===== src/rtl/pc_pkg.sv =====
// Shared types, default vectors and alignment helper for the program-counter generator.
package pc_pkg;

    typedef enum logic [1:0] {
        BOOT = 2'd0,
        RUN  = 2'd1,
        HALT = 2'd2
    } pc_state_t;

    localparam logic [31:0] DEFAULT_RESET_VECTOR = 32'h0000_0000;
    localparam logic [31:0] DEFAULT_TRAP_VECTOR  = 32'h0000_0100;

    // Only the two low address bits matter for IALIGN of 2 or 4.
    function automatic logic is_misaligned(input logic [1:0] low_bits, input int unsigned ialign);
        return (ialign == 2) ? low_bits[0] : (low_bits != 2'b00);
    endfunction

endpackage


===== src/rtl/perf_counter.sv =====
// Free-running wrap-around event counter, cleared by asynchronous active-low reset.
module perf_counter #(
    parameter int unsigned CNT_WIDTH = 64
) (
    input  logic                 clk,
    input  logic                 reset,
    input  logic                 inc,
    output logic [CNT_WIDTH-1:0] count
);

    // NOTE: state registers use non-blocking assignment and the async-reset template so every flop samples pre-edge values.
    always_ff @(posedge clk or negedge reset) begin
        if (!reset) begin
            count <= '0;
        end else if (inc) begin
            count <= count + CNT_WIDTH'(1);
        end
    end

endmodule


===== src/rtl/pc_gen_unit.sv =====
// Program-counter generator: BOOT/RUN/HALT sequencing, prioritised next-PC selection,
// misaligned-redirect trapping with EPC capture, and cycle/instret counters.
module pc_gen_unit
    import pc_pkg::*;
#(
    parameter int unsigned       WIDTH        = 32,
    parameter logic [WIDTH-1:0]  RESET_VECTOR = WIDTH'(DEFAULT_RESET_VECTOR),
    parameter logic [WIDTH-1:0]  TRAP_VECTOR  = WIDTH'(DEFAULT_TRAP_VECTOR),
    parameter int unsigned       CNT_WIDTH    = 64,
    parameter int unsigned       IALIGN       = 4
) (
    input  logic                 clk,
    input  logic                 reset,
    input  logic                 stall,
    input  logic                 branch_taken,
    input  logic [WIDTH-1:0]     branch_target,
    input  logic                 trap,
    input  logic                 halt,
    output logic [WIDTH-1:0]     pc_out,
    output logic [WIDTH-1:0]     pc_plus4,
    output logic                 pc_valid,
    output logic                 misaligned,
    output logic [WIDTH-1:0]     epc,
    output logic                 halted,
    output logic [CNT_WIDTH-1:0] cycle_count,
    output logic [CNT_WIDTH-1:0] instret_count
);

    pc_state_t        state;
    logic [WIDTH-1:0] pc_next;
    logic             take_trap;
    logic             fault;
    logic             retire;

    assign pc_plus4 = pc_out + WIDTH'(4);

    // NOTE: every signal driven here gets a default first, so no path leaves it unassigned and no latch is inferred.
    always_comb begin
        pc_next   = pc_out;
        take_trap = 1'b0;
        fault     = 1'b0;
        retire    = 1'b0;
        if (state == RUN && !halt) begin
            if (trap) begin
                take_trap = 1'b1;
                pc_next   = TRAP_VECTOR;
            end else if (!stall && branch_taken) begin
                if (is_misaligned(branch_target[1:0], IALIGN)) begin
                    fault   = 1'b1;
                    pc_next = TRAP_VECTOR;
                end else begin
                    retire  = 1'b1;
                    pc_next = branch_target;
                end
            end else if (!stall) begin
                retire  = 1'b1;
                pc_next = pc_plus4;
            end
        end
    end

    always_ff @(posedge clk or negedge reset) begin
        if (!reset) begin
            state      <= BOOT;
            pc_out     <= RESET_VECTOR;
            pc_valid   <= 1'b0;
            misaligned <= 1'b0;
            halted     <= 1'b0;
            epc        <= '0;
        end else begin
            case (state)
                BOOT: begin
                    state    <= RUN;
                    pc_valid <= 1'b1;
                end
                RUN: begin
                    if (halt) begin
                        state    <= HALT;
                        pc_valid <= 1'b0;
                        halted   <= 1'b1;
                    end
                end
                default: ;
            endcase
            pc_out     <= pc_next;
            misaligned <= fault;
            if (take_trap || fault) begin
                epc <= pc_out;
            end
        end
    end

    perf_counter #(.CNT_WIDTH(CNT_WIDTH)) u_cycle_counter (
        .clk   (clk),
        .reset (reset),
        .inc   (state != HALT),
        .count (cycle_count)
    );

    perf_counter #(.CNT_WIDTH(CNT_WIDTH)) u_instret_counter (
        .clk   (clk),
        .reset (reset),
        .inc   (retire),
        .count (instret_count)
    );

endmodule


===== config.mk =====
export PLATFORM = sky130hd
export DESIGN_NAME = pc_gen_unit
export DESIGN_NICKNAME = d
export VERILOG_FILES = /design/src/rtl/pc_pkg.sv /design/src/rtl/perf_counter.sv /design/src/rtl/pc_gen_unit.sv
export SDC_FILE = /design/constraint.sdc
export NUM_CORES = 1
export LEC_CHECK = 0
export ABC_CLOCK_PERIOD_IN_PS = 3600
export CAP_MARGIN = 10
export CORE_ASPECT_RATIO = 1.75
export CORE_UTILIZATION = 49
export DETAILED_ROUTE_END_ITERATION = 16
export PLACE_DENSITY_LB_ADDON = 0.2
export SETUP_SLACK_MARGIN = 0.02
export SYNTH_ARGS = -nofsm -noshare
export SYNTH_HDL_FRONTEND = slang
export SYNTH_SLANG_ARGS = --single-unit

===== constraint.sdc =====
create_clock -name clk -period 3.6 [get_ports clk]
set_clock_uncertainty 0.2 [all_clocks]
set_input_delay 0.72 -clock clk [delete_from_list [all_inputs] [get_ports clk]]
set_output_delay 0.72 -clock clk [all_outputs]
set_load 0.02 [all_outputs]

Word level (Yosys, flattened, before mapping)
Index checks and enable logic that the tools add are counted.
Word-level totals
  flip-flop bits (word level): 197
  output and inout bits: 227
  logic and storage cells: 45
Cells by class
  $add $sub $neg: 3
  eq/ne operators: 4
  mux-type cells: 19
  reduce and logical (&&, ||, !) cells: 11
Operators with widths (number)
  64-bit by 1-bit adder with 64-bit output (second input constant): 2
  32-bit 2-to-1 mux: 4
  32-bit by 3-bit adder with 32-bit output (second input constant): 1
  1-bit 2-to-1 mux: 12
  2-bit AND reduction: 3
  2-bit inequality test (second input constant): 2
  2-bit one-hot mux with 2 select lines: 1
  2-bit nonzero test: 2
  3-bit by 1-bit inequality test with 1-bit output (second input constant): 1
  2-bit by 1-bit equality test with 1-bit output (second input constant): 1
  1-bit logical AND: 2
  1-bit logical NOT: 2
  2-bit logical NOT: 1
  2-bit 2-to-1 mux: 1
  1-bit one-hot mux with 2 select lines: 1
  1-bit logical OR: 1

Depth between registers and ports, before layout
  depth in word-level cells: 6
  depth in mapped cells: 8
  depth with buffers taken out: 6

Hierarchy
Synthesis repeated with hierarchy kept, for this count alone.
Second synthesis, totals
  cell total of the unflattened synthesis: 912
  area total of the unflattened synthesis: 9893.2 um2
By module, submodules not included
  perf_counter: instances 2, cells each 285, area each 3098.0 um2
  pc_gen_unit: instances 1, cells each 342, area each 3697.3 um2

Worst setup path before layout
OpenSTA, ideal clock, no wires.
  path kind: reg2out
  from: reg pc_out[6]
  to: out pc_plus4[27]
  data arrival time: 2295 ps
  data required time: 2680 ps
  slack: 385 ps
  stages on the path, launching flop included: 8
  path buffers: 2
  path through: dfrtp_1 clkbuf_1 nand4_1 nor4_1 and2_1 clkbuf_1 nand3_1 xnor2_1
On the way
  longest elaborated chain between the ends: 1
Ends and longest elaborated chain
  start: declaration: line pc_gen_unit.sv:19  | output logic [WIDTH-1:0] pc_out,
  start signal: assignment: line pc_gen_unit.sv:85  | pc_out <= pc_next;
  32-bit by 3-bit adder with 32-bit output: line pc_gen_unit.sv:35  | assign pc_plus4 = pc_out + WIDTH'(4);
  end: declaration: line pc_gen_unit.sv:20  | output logic [WIDTH-1:0] pc_plus4,
No other way between the ends.

Worst setup path in the final report
  from: reg pc_out[13]
  to: out pc_plus4[21]
The elaborated chain is that of the path after synthesis.

==> out/results.ini <==
[synthesis]
async_flop_share_pct=100
synth_area_per_cell_sq_um=10.2
synthTopCellsByCount=dfrtp_1 (196), nand2_1 (108), xor2_1 (80), xnor2_1 (74), nor2_1 (57)
synth_most_common_cell=dfrtp_1
yosysUniqueCellTypes=48
synth.area.top_cells=dfrtp_1 (51%), xor2_1 (7.3%), xnor2_1 (6.8%), nand2_1 (4.2%), mux2_2 (3.8%)
synth.net_count=981
yosysTopAreaCellShare_pct=51.3
ys_ff_latch=196
synth_area_sq_um=9560
yosysTopAreaCell=dfrtp_1
synth_warnings=0
netlist_instances=940
synth_edf_count=0
dominantRegCellSynth=dfrtp_1
seq_area_frac_synth_pct=51.3

[clock_network]
clkTransAtPathRegs_ns=0.07
cts_tree=yes
clk_path_buf_depth=2
htree_levels=4
hold_buffers=0
cts-root-buf=clkbuf_16
clk_latency_ns=0.44
cts_sinks=196
cts_buffers=17

[die]
num_rows=67
die_width_um=108
die_y_um=187
io_pins=265
core_sq_um=19100
die_area_sq_um=20100
initial_utilization_pct=50.0

[timing]
finalMaxSlewViolations=0
maxSlewHeadroom_pct=56.2
grt_setup_unrepaired=no
hold_violations=0
whs_ns=0.0532
setup_viol=0
worst_pin_slew_ns=0.651
period_minus_slack_ns=3.49
fin_tns_setup_ns=0
fin_crit_sh_pct=96.9
setup_ws_ns=0.110
timing.fmax_ghz=0.287

[routing]
route.met2.wl_um=14300
drc_errors=0
met3WireLength_um=2070
top_layer_used=met4
drt-total-wl_um=27200
first_iter_violations=444
vias_per_cell=5.66
dr.pass1.iters=5
wl_met1_um=9730
wl_per_cell_um=18.3
ant_nets=0
vias=8410

[grt]
grt_use_total_pct=28.2
antenna_found_initial=0
grt_pass1_wl_um=44100
grt_overflow=0
grt_pass1_vias=8618
grt_max_degree=65

[placement]
placement.cell_area_sq_um=12700
place_congestion=0.919
place_ws_ns=0.0778
placed_cells=1452
dpl.hpwl_um=20100
portBuffers=264

[final_layout]
finalInstanceArea_sq_um=13400
layout-drive-gt1-share_pct=10.5
layout.nets=1273
fin_cells=1486
area_growth_pct=40.0
fin_util_pct=70.1
diodes=0
fill_cells=1491

[power_and_ir_drop]
combPwrFrac_pct=9.7
power_density_nw_per_um2=351
leakagePower_nw=6.01
cell_internal_pwr_mw=3.46
fin_total_pwr_mw=4.70
p_seq_share_pct=49.7
p_switching_mw=1.23
ir_drop_uv=275
clkPwrFrac_pct=40.6
switching_share_pct=26.2

[run]
max_cap_viol_count=0

[worst_setup_path]
r2r_start=state[1]
cp_max_fo=4
worstPathRequired_ns=2.68
r2r_setup_slack_ns=0.84
crit_arrival_ns=2.57
r2r_cells=6
r2r_end=u_instret_counter.count[23]
start_kind=flip-flop
endpoint_kind=output port
critPathKind=flip-flop to output port

[worst_hold_path]
hold_class=input pin to asynchronous set/reset pin

[run_status]
status=complete, no violations

-- worst max-delay path, stage by stage, from the launching register on --
cell	delay (ns)
dfrtp_1	0.36
nand4_1	0.30
nor4_4	0.53
nand2_1	0.15
xnor2_1	0.17
clkdlybuf4s50_1	0.62
-- registers in the layout, indices dropped and copies added (netlist names) --
signal,flops
u_cycle_counter.count,64
epc,32
state,2
misaligned,1
halted,1
pc_out,32
u_instret_counter.count,64
-- cells by family (layout without fill, tap and decap cells) --
group	after synthesis	in the layout	synth area share [%]
flip-flops	196	196	51.3
adder cells (fa/ha/maj)	3	3	0.393
multiplexers	34	34	3.98
buffers and inverters	64	369	2.64
AND/OR/NAND/NOR	405	405	21.7
XOR/XNOR	154	154	14.1
AO/OA/AOI/OAI	84	84	5.88
-- cell usage in the layout (no fill, tap or decap), types with 5 or more instances in the layout --
| cell | synthesis | final |
|---|---|---|
| and4_1 | 7 | 7 |
| nand4_1 | 51 | 51 |
| nor3_1 | 43 | 42 |
| mux2_2 | 32 | 32 |
| a22oi_1 | 7 | 7 |
| inv_1 | 26 | 26 |
| and2_1 | 6 | 5 |
| o311ai_0 | 14 | 14 |
| nand3_1 | 51 | 51 |
| dfrtp_1 | 196 | 194 |
| dlygate4sd2_1 | 0 | 6 |
| o21ai_0 | 28 | 27 |
| xnor2_1 | 74 | 74 |
| nor3_2 | 5 | 6 |
| nand2_1 | 108 | 108 |
| a31oi_1 | 9 | 9 |
| nor2_1 | 57 | 57 |
| buf_4 | 3 | 44 |
| nor4_1 | 29 | 27 |
| xor2_1 | 80 | 80 |
| clkbuf_16 | 0 | 17 |
| dlymetal6s2s_1 | 0 | 10 |
| and3_1 | 21 | 21 |
| a21oi_1 | 8 | 8 |
| clkdlybuf4s50_1 | 0 | 247 |
-- cell type report --
type / count / area, sq um / area share, %
clock buffers: 18 / 439 / 3.28
inverters: 26 / 97.6 / 0.729
clock inverters: 14 / 143 / 1.07
repair buffers: 311 / 3050 / 22.8
well taps: 241 / 302 / 2.25
multi-input cells: 680 / 4450 / 33.2
flip-flops and latches: 196 / 4910 / 36.7
-- how the worst max path moves through the flow --
stage,startpoint,to,slack (ns),cells past startpoint
floorplan,pc_out[6],pc_plus4[27],0.38,7
global placement,trap,u_instret_counter.count[23],0.12,7
detailed placement,trap,u_instret_counter.count[25],0.08,7
CTS,pc_out[8],pc_plus4[21],-0.02,6
global route,pc_out[12],pc_plus4[21],0.02,5
finish,pc_out[13],pc_plus4[21],0.11,5
-- power by group through the flow --
stage	logic (mW)	clock network [mW]	registers [mW]
after floorplan	0.132	0	2.42
after global placement	0.455	0	2.37
after detailed placement	0.462	0	2.37
after CTS	0.461	1.94	2.33
after global routing	0.497	2.01	2.34
final	0.454	1.91	2.33
-- timing repair --
action,4_1_cts,5_1_grt
pin swaps,1,0
gates resized for setup,10,12
buffers inserted,2,0
setup endpoints to repair,17,12
-- routing by layer --
metal,vias to the layer above,global-route usage [%]
met1,4136,31.2
met2,317,49.6
met5,-,0
li1,3892,-
met4,0,13.4
met3,65,6.92
(Power assumes the default switching activity.)
